## src/rtl/dkongjr_obj_dma_if.sv

```systemverilog
// dkongjr_obj_dma_if
// Groups the start/done handshake, the Z80 bus request/grant pair and the two
// RAM ports used by the object DMA engine. The master modport is the DMA side.
// The slave modport is the system side: the CPU glue and both RAMs.
// Member names follow the engine's pin names, so the direction prefixes are
// seen from the DMA engine.

interface dkongjr_obj_dma_if;
  logic       I_START;
  logic       O_BUSRQ;
  logic       I_BUSAK;
  logic [9:0] O_SRC_ADDR;
  logic       O_SRC_CE;
  logic [7:0] I_SRC_DATA;
  logic [9:0] O_DST_ADDR;
  logic [7:0] O_DST_D;
  logic       O_DST_CE;
  logic       O_DST_WE;
  logic       O_BUSY;
  logic       O_DONE;

  modport master (
    input  I_START,
    input  I_BUSAK,
    input  I_SRC_DATA,
    output O_BUSRQ,
    output O_SRC_ADDR,
    output O_SRC_CE,
    output O_DST_ADDR,
    output O_DST_D,
    output O_DST_CE,
    output O_DST_WE,
    output O_BUSY,
    output O_DONE
  );

  modport slave (
    output I_START,
    output I_BUSAK,
    output I_SRC_DATA,
    input  O_BUSRQ,
    input  O_SRC_ADDR,
    input  O_SRC_CE,
    input  O_DST_ADDR,
    input  O_DST_D,
    input  O_DST_CE,
    input  O_DST_WE,
    input  O_BUSY,
    input  O_DONE
  );
endinterface

```

## src/rtl/dkongjr_obj_dma.sv

```systemverilog
// dkongjr_obj_dma
// Sprite/object DMA engine for the Donkey Kong Jr core. A start strobe
// requests the Z80 bus, copies LEN bytes from work RAM port B, starting at
// SRC_BASE, into object RAM starting at DST_BASE. It moves one byte per clock.
// When the copy ends it releases the bus and pulses done.
//
// Build option: DKJR_OBJDMA_BUSRQ_EN
//   defined   - the engine waits for I_BUSAK before copying. A low I_BUSAK
//               during the copy pauses new reads.
//   undefined - I_BUSAK is ignored and treated as granted. O_BUSRQ stays 0.
//               The request phase lasts a single cycle.
//
// Every output except O_DST_D is a register. Each register is computed from
// the current state, so it shows that state one cycle later. O_DST_D passes
// the work RAM read data straight through, so the byte and its write strobe
// line up in the same cycle.

module dkongjr_obj_dma #(
  parameter int         LEN      = 384,
  parameter logic [9:0] SRC_BASE = 10'h100,
  parameter logic [9:0] DST_BASE = 10'h000
) (
  input logic               I_CLK,
  input logic               I_RST,
  dkongjr_obj_dma_if.master bus
);

  localparam int            CW   = $clog2(LEN + 1);
  localparam logic [CW-1:0] LAST = CW'(LEN - 1);

  typedef enum logic [2:0] {
    ST_IDLE,
    ST_REQ,
    ST_XFER,
    ST_DRAIN,
    ST_DONE
  } state_t;

  state_t        state, state_d;
  logic [CW-1:0] rd_cnt, rd_cnt_d;
  logic [CW-1:0] wr_cnt, wr_cnt_d;
  logic          pending, pending_d;

  logic          busrq_q, busrq_d;
  logic          src_ce_q, src_ce_d;
  logic [9:0]    src_addr_q, src_addr_d;
  logic          dst_ce_q, dst_ce_d;
  logic          dst_we_q, dst_we_d;
  logic [9:0]    dst_addr_q, dst_addr_d;
  logic          busy_q, busy_d;
  logic          done_q, done_d;

  logic          grant;
  logic          req_en;

`ifdef DKJR_OBJDMA_BUSRQ_EN
  assign grant  = bus.I_BUSAK;
  assign req_en = 1'b1;
`else
  assign grant  = bus.I_BUSAK | 1'b1;
  assign req_en = 1'b0;
`endif

  // Next-state and next-output logic. A read issued last cycle (src_ce_q) is
  // written now, whatever state the FSM has moved on to.
  always_comb begin
    state_d    = state;
    rd_cnt_d   = rd_cnt;
    wr_cnt_d   = wr_cnt;
    pending_d  = pending;
    busrq_d    = 1'b0;
    src_ce_d   = 1'b0;
    src_addr_d = src_addr_q;
    dst_ce_d   = 1'b0;
    dst_we_d   = 1'b0;
    dst_addr_d = dst_addr_q;
    busy_d     = (state != ST_IDLE);
    done_d     = 1'b0;

    if (state != ST_IDLE && bus.I_START) begin
      pending_d = 1'b1;
    end

    if (src_ce_q) begin
      dst_ce_d   = 1'b1;
      dst_we_d   = 1'b1;
      dst_addr_d = DST_BASE + 10'(wr_cnt);
      wr_cnt_d   = wr_cnt + 1'b1;
    end

    case (state)
      ST_IDLE: begin
        if (bus.I_START) begin
          state_d = ST_REQ;
        end
      end

      ST_REQ: begin
        busrq_d  = req_en;
        rd_cnt_d = '0;
        wr_cnt_d = '0;
        if (grant) begin
          state_d = ST_XFER;
        end
      end

      ST_XFER: begin
        busrq_d = req_en;
        if (grant) begin
          src_ce_d   = 1'b1;
          src_addr_d = SRC_BASE + 10'(rd_cnt);
          rd_cnt_d   = rd_cnt + 1'b1;
          if (rd_cnt == LAST) begin
            state_d = ST_DRAIN;
          end
        end
      end

      ST_DRAIN: begin
        busrq_d = req_en;
        state_d = ST_DONE;
      end

      ST_DONE: begin
        done_d = 1'b1;
        if (pending || bus.I_START) begin
          state_d   = ST_REQ;
          pending_d = 1'b0;
        end else begin
          state_d = ST_IDLE;
        end
      end

      default: begin
        state_d = ST_IDLE;
      end
    endcase
  end

  // FSM state, transfer counters and pending-start flag.
  always_ff @(posedge I_CLK or posedge I_RST) begin
    if (I_RST) begin
      state   <= ST_IDLE;
      rd_cnt  <= '0;
      wr_cnt  <= '0;
      pending <= 1'b0;
    end else begin
      state   <= state_d;
      rd_cnt  <= rd_cnt_d;
      wr_cnt  <= wr_cnt_d;
      pending <= pending_d;
    end
  end

  // Output registers. All of them clear at once on reset, so a reset in the
  // middle of a copy drops the bus request and stops writes at once.
  always_ff @(posedge I_CLK or posedge I_RST) begin
    if (I_RST) begin
      busrq_q    <= 1'b0;
      src_ce_q   <= 1'b0;
      src_addr_q <= '0;
      dst_ce_q   <= 1'b0;
      dst_we_q   <= 1'b0;
      dst_addr_q <= '0;
      busy_q     <= 1'b0;
      done_q     <= 1'b0;
    end else begin
      busrq_q    <= busrq_d;
      src_ce_q   <= src_ce_d;
      src_addr_q <= src_addr_d;
      dst_ce_q   <= dst_ce_d;
      dst_we_q   <= dst_we_d;
      dst_addr_q <= dst_addr_d;
      busy_q     <= busy_d;
      done_q     <= done_d;
    end
  end

  assign bus.O_BUSRQ    = busrq_q;
  assign bus.O_SRC_CE   = src_ce_q;
  assign bus.O_SRC_ADDR = src_addr_q;
  assign bus.O_DST_CE   = dst_ce_q;
  assign bus.O_DST_WE   = dst_we_q;
  assign bus.O_DST_ADDR = dst_addr_q;
  assign bus.O_DST_D    = bus.I_SRC_DATA;
  assign bus.O_BUSY     = busy_q;
  assign bus.O_DONE     = done_q;

endmodule
```

## src/flat_wrapper.sv

```systemverilog
// flat-port wrapper written by rule: the top's interface ports become plain ports
module dkongjr_obj_dma_flat 
#(
  parameter int         LEN      = 384,
  parameter logic [9:0] SRC_BASE = 10'h100,
  parameter logic [9:0] DST_BASE = 10'h000
)
  (I_CLK, I_RST, bus_I_START, bus_I_BUSAK, bus_I_SRC_DATA, bus_O_BUSRQ, bus_O_SRC_ADDR, bus_O_SRC_CE, bus_O_DST_ADDR, bus_O_DST_D, bus_O_DST_CE, bus_O_DST_WE, bus_O_BUSY, bus_O_DONE);
  dkongjr_obj_dma_if bus_i ();
  input logic I_CLK;
  input logic I_RST;
  input wire logic [$bits(bus_i.I_START)-1:0] bus_I_START;
  input wire logic [$bits(bus_i.I_BUSAK)-1:0] bus_I_BUSAK;
  input wire logic [$bits(bus_i.I_SRC_DATA)-1:0] bus_I_SRC_DATA;
  output wire logic [$bits(bus_i.O_BUSRQ)-1:0] bus_O_BUSRQ;
  output wire logic [$bits(bus_i.O_SRC_ADDR)-1:0] bus_O_SRC_ADDR;
  output wire logic [$bits(bus_i.O_SRC_CE)-1:0] bus_O_SRC_CE;
  output wire logic [$bits(bus_i.O_DST_ADDR)-1:0] bus_O_DST_ADDR;
  output wire logic [$bits(bus_i.O_DST_D)-1:0] bus_O_DST_D;
  output wire logic [$bits(bus_i.O_DST_CE)-1:0] bus_O_DST_CE;
  output wire logic [$bits(bus_i.O_DST_WE)-1:0] bus_O_DST_WE;
  output wire logic [$bits(bus_i.O_BUSY)-1:0] bus_O_BUSY;
  output wire logic [$bits(bus_i.O_DONE)-1:0] bus_O_DONE;
  assign bus_i.I_START = bus_I_START;
  assign bus_i.I_BUSAK = bus_I_BUSAK;
  assign bus_i.I_SRC_DATA = bus_I_SRC_DATA;
  assign bus_O_BUSRQ = bus_i.O_BUSRQ;
  assign bus_O_SRC_ADDR = bus_i.O_SRC_ADDR;
  assign bus_O_SRC_CE = bus_i.O_SRC_CE;
  assign bus_O_DST_ADDR = bus_i.O_DST_ADDR;
  assign bus_O_DST_D = bus_i.O_DST_D;
  assign bus_O_DST_CE = bus_i.O_DST_CE;
  assign bus_O_DST_WE = bus_i.O_DST_WE;
  assign bus_O_BUSY = bus_i.O_BUSY;
  assign bus_O_DONE = bus_i.O_DONE;
  dkongjr_obj_dma #(.LEN(LEN), .SRC_BASE(SRC_BASE), .DST_BASE(DST_BASE)) u_core (.I_CLK(I_CLK), .I_RST(I_RST), .bus(bus_i));
endmodule
```

## config.mk

```make
export PLATFORM = sky130hd
export DESIGN_NAME = dkongjr_obj_dma_flat
export DESIGN_NICKNAME = d
export VERILOG_FILES = /design/src/rtl/dkongjr_obj_dma_if.sv /design/src/rtl/dkongjr_obj_dma.sv /design/src/flat_wrapper.sv
export SDC_FILE = /design/constraint.sdc
export NUM_CORES = 1
export LEC_CHECK = 0
export CAP_MARGIN = 40
export CORE_MARGIN = 2
export CORE_UTILIZATION = 45
export DETAILED_ROUTE_END_ITERATION = 8
export GPL_ROUTABILITY_DRIVEN = 0
export PLACE_DENSITY_LB_ADDON = 0.05
export SYNTH_ARGS = -nofsm -noshare
export SYNTH_HDL_FRONTEND = slang
export SYNTH_SLANG_ARGS = --single-unit
```

## constraint.sdc

```tcl
create_clock -name I_CLK -period 2.2 [get_ports I_CLK]
set_input_delay 0.66 -clock I_CLK [delete_from_list [all_inputs] [get_ports I_CLK]]
set_output_delay 0.66 -clock I_CLK [all_outputs]
set_load 0.02 [all_outputs]
```

-- Word level (Yosys, flattened, before mapping)
Cells that the tools add are included.
- register bits after elaboration: 45
- bits of input ports: 12
- output and inout bits: 34
- logic and storage cells: 40
- add/sub/neg operators: 3
- equal/unequal tests: 7
- muxes and demuxes: 13
- reduce and logical (&&, ||, !) cells: 7
- operator list (kind ; count):
    adder 9 x 1 -> 9 bit, second input constant ; 2
    2-to-1 mux 9 bit ; 2
    case mux 9 bit (2 select lines) ; 1
    case mux 3 bit (5 select lines) ; 1
    adder 9 x 9 -> 10 bit, first input constant ; 1
    == test 9 bit, second input constant ; 1
    2-to-1 mux 1 bit ; 7
    == test 3 x 2 -> 1 bit, second input constant ; 2
    2-to-1 mux 3 bit ; 2
    nonzero test 2 bit ; 2
    == test 3 x 1 -> 1 bit, second input constant ; 1
    == test 3 bit, second input constant ; 1
    logical NOT 3 bit ; 1
    nonzero test 3 bit ; 1
    inequality test 2 x 1 -> 1 bit, second input constant ; 1
    inequality test 2 bit, second input constant ; 1
    AND reduction 2 bit ; 1
    logical AND 1 bit ; 1
    logical OR 1 bit ; 1

-- Depth between registers and ports, before layout
Gate-level depths: netlist (run 1).
- word-level depth: 5
- depth in mapped cells: 6
- depth with buffers taken out: 4

-- Worst setup path before layout (run 1)
OpenSTA, ideal clock, no wires.
- path kind: flip-flop to flip-flop
- from: reg u_core.state[0]
- to: reg u_core.rd_cnt[4]
- library setup time: 0.079 ns
- arrival: 1.375 ns
- data required time: 2.121 ns
- path slack: 0.745 ns
- cell stages (with the launch flop): 5
- buffers on the path: 0
- clock period less this slack: 1.455 ns
- cell sequence: dfrtp_1 > or3b_4 > inv_1 > mux2_2 > mux2i_1
- cells in the longest elaborated chain, start to end: 2
- elaborated cells on any way between the ends: 4
- classes of those cells: eq/ne: 2; mux: 1; reduce/logical: 1
- RTL lines (item ; line ; RTL):
    from (decl) ; dkongjr_obj_dma.sv:39 ; state_t state, state_d;
    from (signal assigned) ; dkongjr_obj_dma.sv:148 ; state <= state_d;
    == test 3 x 2 -> 1 bit or == test 3 x 1 -> 1 bit (tied branches) ; dkongjr_obj_dma.sv:91 ; case (state)
    case mux 9 bit (2 select lines) or nonzero test 2 bit (tied branches) ; -- ;
    to (signal assigned) ; dkongjr_obj_dma.sv:149 ; rd_cnt <= rd_cnt_d;
    to (decl) ; dkongjr_obj_dma.sv:40 ; logic [CW-1:0] rd_cnt, rd_cnt_d;
Several ways; a longest one is shown, not always the timed one.
A chain may end at the register's enable or synchronous reset.

-- Worst setup path in the final report (run 1)
- from: reg u_core.src_ce_q (netlist: u_core.bus.O_SRC_CE)
- to: out bus_O_SRC_CE
- RTL lines (item ; line ; RTL):
    from (decl) ; dkongjr_obj_dma.sv:45 ; logic src_ce_q, src_ce_d;
    from (signal assigned) ; dkongjr_obj_dma.sv:169 ; src_ce_q <= src_ce_d;
    to (decl) ; flat_wrapper.sv:17 ; output wire logic [$bits(bus_i.O_SRC_CE)-1:0] bus_O_SRC_CE;
No word-level cell between the ends.

==> reports/results.env, run 1 <==
HPWLAFTERDP_MM=2.51
CRITPATHARRIVALTIME_NS=1.28
FINAL_MIN_PERIOD_OVER_CLOCK_PERIOD=0.884
POST_SYNTH_MUX_AREA_SHARE=0.0933
REQUIRED_TIME_OF_THE_CRITICAL_PATH_NS=1.54
SYNTHTOLAYOUTAREAGROWTH_PCT=16.8
RUN_STATUS='finished clean'
CTS_INSERTED_BUFFERS=5
FIN_TNS_SETUP_NS=0
N_ANTENNA_CELL=0
YS.WARNINGS.COUNT=0
NUMBER_OF_ANTENNA_VIOLATIONS_AT_THE_FIRST_CHECK_IN_GLOBAL_ROUTING=0
DRIVE_GT1_FRAC=0.127
WORST-SETUP-PATH-TYPE='flip-flop to primary output'
CRITPATHSLOWESTCELL='sky130_fd_sc_hd__clkdlybuf4s50_1'
POST_CTS.RESIZED_INSTANCES=0
DELAY_OF_THE_SLOWEST_CRITICAL_PATH_STAGE_NS=0.61
WIRE_LENGTH_PER_CELL_MICRONS=14.1
CLOCK_TREE.ROOT_CELL='sky130_fd_sc_hd__clkbuf_8'
FINAL_NETS=218
TRITONCTS='built'
DPL_WORST_SLACK_NS=0.517
SYNTH_COMPOUND_AREA_FRAC=0.0576
FLOORPLAN.IO_PINS=46
DOMINANT_COMBINATIONAL_CELL_FAMILY_BY_AREA_AFTER_SYNTHESIS='simple AND/OR/NAND/NOR gates'
ADDER_CELL_SHARE_OF_THE_SYNTHESIZED_AREA=0.0125
CTS_SETUP_BUFFERS=0
CORE_AREA_SQ_UM=4320
SYNTHSIMPLEGATEAREAFRAC=0.181
INITIAL_CORE_UTIL=0.462
DRCVIOLATIONCOUNT=0
REPORT.FINAL.HOLD_VIOL_COUNT=0
GLOBALROUTEOVERFLOWTOTAL=0
SYN_AVG_CELL_AREA_SQ_UM=10.9
GLOBALROUTETOTALUTIL=0.164
DIE_HEIGHT_MICRONS=70.6
CRITICAL_PATH.N_BUFFERS_INVERTERS=1
POST-ROUTE-WORST-SETUP-SLACK_NS=0.256
TOTALWIRELENGTH_MM=3.63
FLOORPLAN.DIE_AREA_SQ_UM=4990
ANTENNA_VIOLATING_NETS_POST_ROUTE=0
YOSYS-TOP-CELLS-AREA='sky130_fd_sc_hd__dfrtp_1, sky130_fd_sc_hd__nand2_1, sky130_fd_sc_hd__mux2_2'
SYNTH_SEQ_AREA_SHARE=0.564
FIRST_GLOBAL_VIAS=1405
SYNTHESIS.AREA_SQ_UM=2000
POST-SYNTH-TOP-AREA-FRACTION=0.564
MAX_CAP_VIOL_COUNT=0
GLOBAL_ROUTE_WIRE_LENGTH_BEFORE_REPAIR_MM=6.49
TIMING.CRITICAL_PATH.MAX_DELAY_FAMILY='buffers and inverters'
WORSTSETUPSTARTPOINTTYPE='flip-flop'
LEADING_CELL_TYPE_IN_THE_LAYOUT_FILL_AND_TAPS_EXCLUDED='sky130_fd_sc_hd__dfrtp_1'
CRITICAL_PATH_PEAK_FANOUT=2
STD_CELL_ROWS=24
CHIPWIDTH_MICRONS=70.6
TIMING.CRITICAL_PATH.CELLS='clkdlybuf4s50_1'
CTS_HOLD_REPAIR_BUFFERS=0
CTS_NUM_SINKS=45
VIAS_PER_CELL=5.12
TIMING.HOLD.WORST.CLASS='flip-flop to flip-flop'
VDD.IR_DROP.WORST_V=0.000446
PERIOD_NEEDED_NS=1.94
LAYOUT.CELLS.MOST_COMMON_LIST='sky130_fd_sc_hd__dfrtp_1, sky130_fd_sc_hd__nand2_1, sky130_fd_sc_hd__clkdlybuf4s50_1'
ROUTED-VIA-COUNT=1315
SYN_INST=183
SETUP_VIOL=0
CTS.HTREE.LEVELS=2
P_LEAK_nW=1.09
DRT-INITIAL-DRC-COUNT=111
RSZ_0062_RAISED_AFTER_GLOBAL_ROUTING='false'
MAX_CLK_RATE_MHz=514
SYNTH.DISTINCT_CELLS=35
POWER.DENSITY_nW_PER_UM2=579
CRITICAL_PATH.ENDPOINT_TYPE='primary output'
CLK_BUF_DEPTH=2
LARGEST_NET_DEGREE_AT_THE_START_OF_GLOBAL_ROUTING=26
SYNTH-XOR-AREA-SHARE=0.0175
MAX_TRANSITION_MARGIN=0.487
NETLIST.TOP_CELL.BY_AREA='sky130_fd_sc_hd__dfrtp_1'
WORST_MARGIN_SLEW_NS=0.766
FINAL-MAX-SLEW-VIOLATION-COUNT=0
CLK-INSERTION-DELAY-LATE_NS=0.29
DRT_PRE_ANTENNA_ITERS=4
IO_BUFFERS=26
PATH_CLK_SLEW_NS=0.08
CLOCK_SKEW_NS=0.00546
POSTSYNTHREGISTERBITS=45
-- state kept, by name, indices dropped and copies added (netlist names) --
signal	count
u_core.bus.O_DONE	1
u_core.wr_cnt	9
u_core.bus.O_SRC_ADDR	10
u_core.pending	1
u_core.bus.O_DST_CE	1
u_core.bus.O_SRC_CE	1
u_core.state	3
u_core.bus.O_BUSY	1
u_core.rd_cnt	9
u_core.bus.O_DST_ADDR	9
-- cell families after synthesis --
| logic type | after synthesis |
|---|---|
| multiplexers | 17 |
| AO/OA/AOI/OAI | 19 |
| flip-flops | 45 |
| other | 1 |
| buffers and inverters | 23 |
| adder cells (fa/ha/maj) | 2 |
| XOR/XNOR | 4 |
| AND/OR/NAND/NOR | 72 |
-- worst paths after layout --
check	endpoint	cells past startpoint	slack (ns)	from
worst min register to register	u_core.bus.O_SRC_ADDR[7]	2	0.48	u_core.bus.O_SRC_ADDR[7]
worst max-delay path	bus_O_SRC_CE	1	0.26	u_core.bus.O_SRC_CE
min in group asynchronous	u_core.bus.O_DST_CE	2	0.71	I_RST
max in group asynchronous	u_core.bus.O_SRC_ADDR[7]	3	0.96	I_RST
worst min-delay path	u_core.bus.O_SRC_ADDR[7]	2	0.48	u_core.bus.O_SRC_ADDR[7]
worst max register to register	u_core.rd_cnt[3]	5	0.51	u_core.state[1]
-- stage by stage --
step | utilization | hold slack [ns] | cells | cell area, sq um | total power, W
2_1_floorplan | - | 0.442 | 184 | 2000 | 0.000883
3_3_place_gp | 0.521 | 0.458 | 249 | 2250 | 0.000872
3_5_place_dp | 0.521 | 0.461 | 249 | 2250 | 0.000873
4_1_cts | 0.540 | 0.481 | 257 | 2330 | 0.00137
5_1_grt | 0.540 | 0.508 | 257 | 2330 | 0.00141
6_report | 0.540 | 0.476 | 257 | 2330 | 0.00135
-- power breakdown --
group | switching (W) | internal, W
combinational | 0.0000205 | 0.00000833
sequential | 0 | 0.000826
clock | 0.000271 | 0.000225
total | 0.000291 | 0.00106
-- Yosys cell counts --
| cell | count |
|---|---|
| sky130_fd_sc_hd__and3b_1 | 1 |
| sky130_fd_sc_hd__dfrtp_1 | 45 |
| sky130_fd_sc_hd__and3_1 | 2 |
| sky130_fd_sc_hd__mux2i_1 | 7 |
| sky130_fd_sc_hd__o31ai_1 | 2 |
| sky130_fd_sc_hd__inv_1 | 5 |
| sky130_fd_sc_hd__mux2_2 | 9 |
| sky130_fd_sc_hd__xor2_1 | 3 |
| sky130_fd_sc_hd__nand2b_1 | 2 |
| sky130_fd_sc_hd__and2_1 | 2 |
| sky130_fd_sc_hd__buf_2 | 2 |
| sky130_fd_sc_hd__clkbuf_1 | 2 |
| sky130_fd_sc_hd__o21ai_0 | 7 |
| sky130_fd_sc_hd__nand3_1 | 4 |
| sky130_fd_sc_hd__nor3b_1 | 1 |
| sky130_fd_sc_hd__or3_1 | 3 |
| sky130_fd_sc_hd__mux2_4 | 1 |
| sky130_fd_sc_hd__a21o_1 | 2 |
| sky130_fd_sc_hd__a31oi_1 | 2 |
| sky130_fd_sc_hd__o22ai_2 | 1 |
| sky130_fd_sc_hd__nor3b_2 | 1 |
| sky130_fd_sc_hd__buf_4 | 13 |
| sky130_fd_sc_hd__conb_1 | 1 |
| sky130_fd_sc_hd__a21oi_1 | 5 |
| sky130_fd_sc_hd__nor2_1 | 5 |
| sky130_fd_sc_hd__and4bb_2 | 1 |
| sky130_fd_sc_hd__nand2_1 | 39 |
| sky130_fd_sc_hd__or3b_4 | 1 |
| sky130_fd_sc_hd__ha_1 | 2 |
| sky130_fd_sc_hd__xnor2_1 | 1 |
| sky130_fd_sc_hd__buf_6 | 1 |
| sky130_fd_sc_hd__nand4_1 | 6 |
| sky130_fd_sc_hd__nor4_1 | 1 |
| sky130_fd_sc_hd__or4_1 | 2 |
| sky130_fd_sc_hd__or3b_2 | 1 |
-- routing by layer --
metal	track usage	part of all wire
met1	0.209	0.47
met3	0.0527	0.052
met4	0.0734	0.020
met2	0.256	0.46
met5	0	0
-- final cells by class --
cell class	count	area, sq um
Multi-Input combinational cell	116	731
Clock buffer	7	76.3
Tap cell	52	65.1
Inverter	5	18.8
Clock inverter	1	7.51
Timing Repair Buffer	31	310
Fill cell	413	1990
Sequential cell	45	1130
Power figures use the tool's default switching activity.
==> inputs of run 2 (changes only) <==
- REMOVE_ABC_BUFFERS: default -> 1
==> run 2 against run 1 <==
Compared with the run above: critical path depth unchanged; global-route usage decreased by 1.7 points; maximum frequency increased by 1.1%; via count increased by 1.1%; sequential share of layout area increased by 0.23 points; clock skew decreased by 0.0013 ns; critical endpoint is now bus_O_SRC_ADDR[2].
==> reports/results.env, run 2 (synthesized netlist as in run 1, its figures left out) <==
GLOBALROUTETOTALUTIL=0.147
DRT-INITIAL-DRC-COUNT=72
POWER.DENSITY_nW_PER_UM2=574
HPWLAFTERDP_MM=2.28
LARGEST_NET_DEGREE_AT_THE_START_OF_GLOBAL_ROUTING=46
DRIVE_GT1_FRAC=0.118
POST_CTS.RESIZED_INSTANCES=0
TIMING.CRITICAL_PATH.CELLS='clkdlybuf4s50_1'
PATH_CLK_SLEW_NS=0.08
CRITPATHARRIVALTIME_NS=1.26
GLOBAL_ROUTE_WIRE_LENGTH_BEFORE_REPAIR_MM=5.83
CLK_BUF_DEPTH=2
VDD.IR_DROP.WORST_V=0.000333
FINALNONFILLERCELLS=256
LEADING_CELL_TYPE_IN_THE_LAYOUT_FILL_AND_TAPS_EXCLUDED='sky130_fd_sc_hd__dfrtp_1'
DETAILED_PLACE.AREA_SQ_UM=2240
IO_BUFFERS=26
WIRE_LENGTH_PER_CELL_MICRONS=13.2
CTS.HTREE.LEVELS=2
FIN_TNS_SETUP_NS=0
LAYOUT.CELLS.MOST_COMMON_LIST='sky130_fd_sc_hd__dfrtp_1, sky130_fd_sc_hd__nand2_1, sky130_fd_sc_hd__clkdlybuf4s50_1'
FLOORPLAN.IO_PINS=46
FINAL-MAX-SLEW-VIOLATION-COUNT=0
INITIAL_CORE_UTIL=0.462
NUMBER_OF_ANTENNA_VIOLATIONS_AT_THE_FIRST_CHECK_IN_GLOBAL_ROUTING=0
DIE_HEIGHT_MICRONS=70.6
TIMING.CRITICAL_PATH.MAX_DELAY_FAMILY='buffers and inverters'
SETUP_VIOL=0
NUMBER_OF_CELLS_AFTER_DETAILED_PLACEMENT=248
REQUIRED_TIME_OF_THE_CRITICAL_PATH_NS=1.54
DRCVIOLATIONCOUNT=0
SYNTHTOLAYOUTAREAGROWTH_PCT=16.3
CRITICAL_PATH.ENDPOINT_TYPE='primary output'
DESIGN_AREA_SQ_UM=2320
WORST-SETUP-PATH-TYPE='flip-flop to primary output'
FINAL_NETS=217
REPORT.FINAL.HOLD_VIOL_COUNT=0
VIAS_PER_CELL=5.19
CLOCK_SKEW_NS=0.00416
CHIPWIDTH_MICRONS=70.6
CORE_AREA_SQ_UM=4320
MAX_CAP_VIOL_COUNT=0
FINAL_MIN_PERIOD_OVER_CLOCK_PERIOD=0.874
N_ANTENNA_CELL=0
GLOBALROUTEOVERFLOWTOTAL=0
TOTALWIRELENGTH_MM=3.38
FIRST_GLOBAL_VIAS=1246
TIMING.HOLD.WORST.CLASS='flip-flop to flip-flop'
CTS_SETUP_BUFFERS=0
LARGEST_REGISTER_FF_COUNT=10
ROUTED-VIA-COUNT=1329
CTS_HOLD_REPAIR_BUFFERS=0
FLOORPLAN.DIE_AREA_SQ_UM=4990
MAX_CLK_RATE_MHz=520
STD_CELL_ROWS=24
TRITONCTS='built'
DELAY_OF_THE_SLOWEST_CRITICAL_PATH_STAGE_NS=0.61
DRT_PRE_ANTENNA_ITERS=4
CLOCK_TREE.ROOT_CELL='sky130_fd_sc_hd__clkbuf_8'
P_LEAK_nW=1.09
CTS_NUM_SINKS=45
WORSTSETUPSTARTPOINTTYPE='flip-flop'
PERIOD_NEEDED_NS=1.92
CRITPATHSLOWESTCELL='sky130_fd_sc_hd__clkdlybuf4s50_1'
RUN_STATUS='finished clean'
ANTENNA_VIOLATING_NETS_POST_ROUTE=0
RSZ_0062_RAISED_AFTER_GLOBAL_ROUTING='false'
CRITICAL_PATH_PEAK_FANOUT=2
CTS_INSERTED_BUFFERS=5
CLK-INSERTION-DELAY-LATE_NS=0.29
CRITICAL_PATH.N_BUFFERS_INVERTERS=1
## run 2: changes by cell type in the layout (fill, tap and decap cells not counted)
cell and change:
sky130_fd_sc_hd__clkinvlp_4 -1, sky130_fd_sc_hd__buf_4 -1, sky130_fd_sc_hd__clkbuf_1 +1
## run 2: area by class of cell
type / count / area, sq um
Sequential cell: 45 / 1130
Timing Repair Buffer: 30 / 303
Clock buffer: 8 / 80.1
Inverter: 5 / 18.8
Multi-Input combinational cell: 116 / 731
Fill cell: 392 / 2000
Tap cell: 52 / 65.1
## run 2: power breakdown
group	switching (W)	leakage [nW]	internal, W	total, W
Clock	0.000254	0.0395	0.000226	0.000480
Sequential	0	0.521	0.000826	0.000826
Combinational	0.0000198	0.529	0.00000736	0.0000272
## run 2: worst paths after layout
kind                                           from                  endpoint  slack (ns)  cells past startpoint
max                        u_core.bus.O_SRC_ADDR[2]         bus_O_SRC_ADDR[2]        0.28                      1
min reg2reg                u_core.bus.O_SRC_ADDR[6]  u_core.bus.O_SRC_ADDR[6]        0.48                      1
max in group asynchronous                     I_RST  u_core.bus.O_DST_ADDR[2]        1.27                      3
max reg2reg                         u_core.state[1]          u_core.rd_cnt[3]        0.50                      5
min in group asynchronous                     I_RST         u_core.bus.O_BUSY        0.72                      3
min                        u_core.bus.O_SRC_ADDR[6]  u_core.bus.O_SRC_ADDR[6]        0.48                      1
## run 2: through the flow
| step | setup WS [ns] | power, W | util | hold WS (ns) |
|---|---|---|---|---|
| after floorplan | 0.474 | 0.000859 | - | 0.442 |
| after detailed placement | 0.508 | 0.000872 | 0.519 | 0.462 |
| final | 0.278 | 0.00133 | 0.537 | 0.476 |
| after CTS | 0.263 | 0.00136 | 0.537 | 0.484 |
| after global routing | 0.231 | 0.00141 | 0.537 | 0.514 |
| after global placement | 0.549 | 0.000871 | 0.519 | 0.459 |
## run 2: routing by layer
layer / vias to the layer above / routed length, microns / track usage
li1: 648 / - / -
met4: 0 / 50 / 0.0587
met2: 38 / 1500 / 0.208
met1: 639 / 1670 / 0.205
met3: 4 / 156 / 0.0570
met5: - / 0 / 0
==> inputs of run 3 (changes only) <==
- CORE_MARGIN: 2 -> default
- CTS_BUF_LIST: default -> sky130_fd_sc_hd__clkbuf_16
- GPL_TIMING_DRIVEN: default -> 0
==> run 3 against run 2 <==
Compared with the run above: routed wire length grew 1.2%; critical path depth is the same; global-route usage grew 3.2 points; non-clock buffer count shrank 3; via count grew 2.6%; highest routed layer unchanged; first-iteration DRC count grew 29%.
==> reports/results.env, run 3 (synthesized netlist as in run 1, its figures left out) <==
WORST-SETUP-PATH-TYPE='flip-flop to primary output'
REQUIRED_TIME_OF_THE_CRITICAL_PATH_NS=1.54
CTS_SETUP_BUFFERS=0
HPWLAFTERDP_MM=2.32
CHIPWIDTH_MICRONS=68.6
INITIAL_CORE_UTIL=0.482
CLOCK_SKEW_NS=0.00342
WORSTREG2REGSTART='u_core.state[1]'
RSZ_0062_RAISED_AFTER_GLOBAL_ROUTING='false'
FINAL-MAX-SLEW-VIOLATION-COUNT=0
GLOBAL_ROUTE_WIRE_LENGTH_BEFORE_REPAIR_MM=6.04
MAX_TRANSITION_MARGIN=0.551
LEADING_CELL_TYPE_IN_THE_LAYOUT_FILL_AND_TAPS_EXCLUDED='sky130_fd_sc_hd__dfrtp_1'
CRITICAL_PATH.N_BUFFERS_INVERTERS=1
CLK-INSERTION-DELAY-LATE_NS=0.28
WORST_MARGIN_SLEW_NS=0.670
WORSTSETUPSTARTPOINTTYPE='flip-flop'
ANTENNA_VIOLATING_NETS_POST_ROUTE=0
DRIVE_GT1_FRAC=0.115
MIN_DELAY_PATH_DEPTH=2
CRITPATHARRIVALTIME_NS=1.48
FF2FF_PATH_DEPTH=4
CTS.HTREE.LEVELS=2
TIMING.CRITICAL_PATH.MAX_DELAY_FAMILY='buffers and inverters'
N_ANTENNA_CELL=0
LAYOUT.CELLS.MOST_COMMON_LIST='sky130_fd_sc_hd__dfrtp_1, sky130_fd_sc_hd__nand2_1, sky130_fd_sc_hd__clkdlybuf4s50_1'
DRT-INITIAL-DRC-COUNT=93
ROUTED-VIA-COUNT=1363
GLOBALROUTETOTALUTIL=0.179
CORE_AREA_SQ_UM=4140
TRITONCTS='built'
IO_BUFFERS=26
GLOBALROUTEOVERFLOWTOTAL=0
DRCVIOLATIONCOUNT=0
DIE_HEIGHT_MICRONS=68.6
STD_CELL_ROWS=23
POST_CTS.RESIZED_INSTANCES=2
REPORT.FINAL.HOLD_VIOL_COUNT=0
P_LEAK_nW=1.11
FINALNONFILLERCELLS=250
VIAS_PER_CELL=5.45
FLOORPLAN.DIE_AREA_SQ_UM=4710
CTS_HOLD_REPAIR_BUFFERS=0
CLOCK_TREE.ROOT_CELL='sky130_fd_sc_hd__clkbuf_16'
HOLDWS_NS=0.470
FINAL_MIN_PERIOD_OVER_CLOCK_PERIOD=0.972
DRT_PRE_ANTENNA_ITERS=4
HOLDCRITSTARTPOINT='u_core.bus.O_SRC_ADDR[5]'
LARGEST_REGISTER_FF_COUNT=10
MAX_CLK_RATE_MHz=468
TOTALWIRELENGTH_MM=3.42
PATH_DEPTH=1
MAX_CAP_VIOL_COUNT=0
FIRST_GLOBAL_VIAS=1302
FINALPOWER_W=0.00153
CRITICAL_PATH.ENDPOINT_TYPE='primary output'
SETUP_VIOL=0
NUMBER_OF_CELLS_AFTER_DETAILED_PLACEMENT=243
FLOORPLAN.IO_PINS=46
SYNTHTOLAYOUTAREAGROWTH_PCT=18.2
CTS_INSERTED_BUFFERS=5
VDD.IR_DROP.WORST_V=0.000452
RUN_STATUS='finished clean'
DPL_WORST_SLACK_NS=0.0775
NUMBER_OF_ANTENNA_VIOLATIONS_AT_THE_FIRST_CHECK_IN_GLOBAL_ROUTING=0
WIRE_LENGTH_PER_CELL_MICRONS=13.7
LARGEST_NET_DEGREE_AT_THE_START_OF_GLOBAL_ROUTING=25
DELAY_OF_THE_SLOWEST_CRITICAL_PATH_STAGE_NS=0.64
POWER.DENSITY_nW_PER_UM2=650
TIMING.CRITICAL_PATH.CELLS='clkdlybuf4s50_1'
POST-ROUTE-WORST-SETUP-SLACK_NS=0.0619
PATH_CLK_SLEW_NS=0.06
SETUP.WORST_PATH.START='u_core.bus.O_SRC_CE'
TIMING.HOLD.WORST.CLASS='flip-flop to flip-flop'
CRITICAL_PATH_PEAK_FANOUT=17
CRITPATHSLOWESTCELL='sky130_fd_sc_hd__clkdlybuf4s50_1'
PERIOD_NEEDED_NS=2.14
FINAL_NETS=214
CLK_BUF_DEPTH=2
CTS_NUM_SINKS=45
run 3: changes by cell type in the layout (fill, tap and decap cells not counted), sizes merged:
cell / previous run / this run
buf: 4 / 1
clkbuf: 8 / 5
inv: 4 / 6
run 3: power breakdown:
| part | switching, W | leakage [nW] | internal, W |
|---|---|---|---|
| Sequential | 0 | 0.521 | 0.000828 |
| Clock | 0.000272 | 0.0685 | 0.000405 |
| Combinational | 0.0000205 | 0.521 | 0.00000863 |
| Total | 0.000293 | 1.11 | 0.00124 |
run 3: final timing paths:
check                                           end  slack, ns
max                                    bus_O_SRC_CE       0.06
min                        u_core.bus.O_SRC_ADDR[5]       0.47
max reg2reg                        u_core.rd_cnt[4]       0.25
min reg2reg                u_core.bus.O_SRC_ADDR[5]       0.47
max in group asynchronous       u_core.bus.O_SRC_CE       0.97
min in group asynchronous           u_core.state[2]       0.74
run 3: cell type report:
type	instances	area, sq um
clock buffers	5	125
clock inverters	2	7.51
fillers	368	1780
inverters	5	18.8
multi-input cells	116	731
flip-flops and latches	45	1130
well taps	50	62.6
repair buffers	27	288
run 3: metal layers:
layer  wire (microns)  track usage  up-vias
met3              202       0.0641        6
met4               51       0.0755        0
met5                0            0        -
met2             1560        0.270       51
met1             1600        0.233      665
li1                 -            -      641
run 3: stage by stage:
step / TNS, ns / instance area, sq um / util
floorplan: 0 / 1880 / -
global placement: -17.08 / 2200 / 0.530
CTS: 0 / 2360 / 0.570
finish: 0 / 2360 / 0.570
detailed placement: 0 / 2230 / 0.537
global route: 0 / 2360 / 0.570
run 3: tightest hold or removal path: cells and delay by family, from the launching register on:
family	cells	cell delay (ns)
simple gates	2	0.11
flops	1	0.34
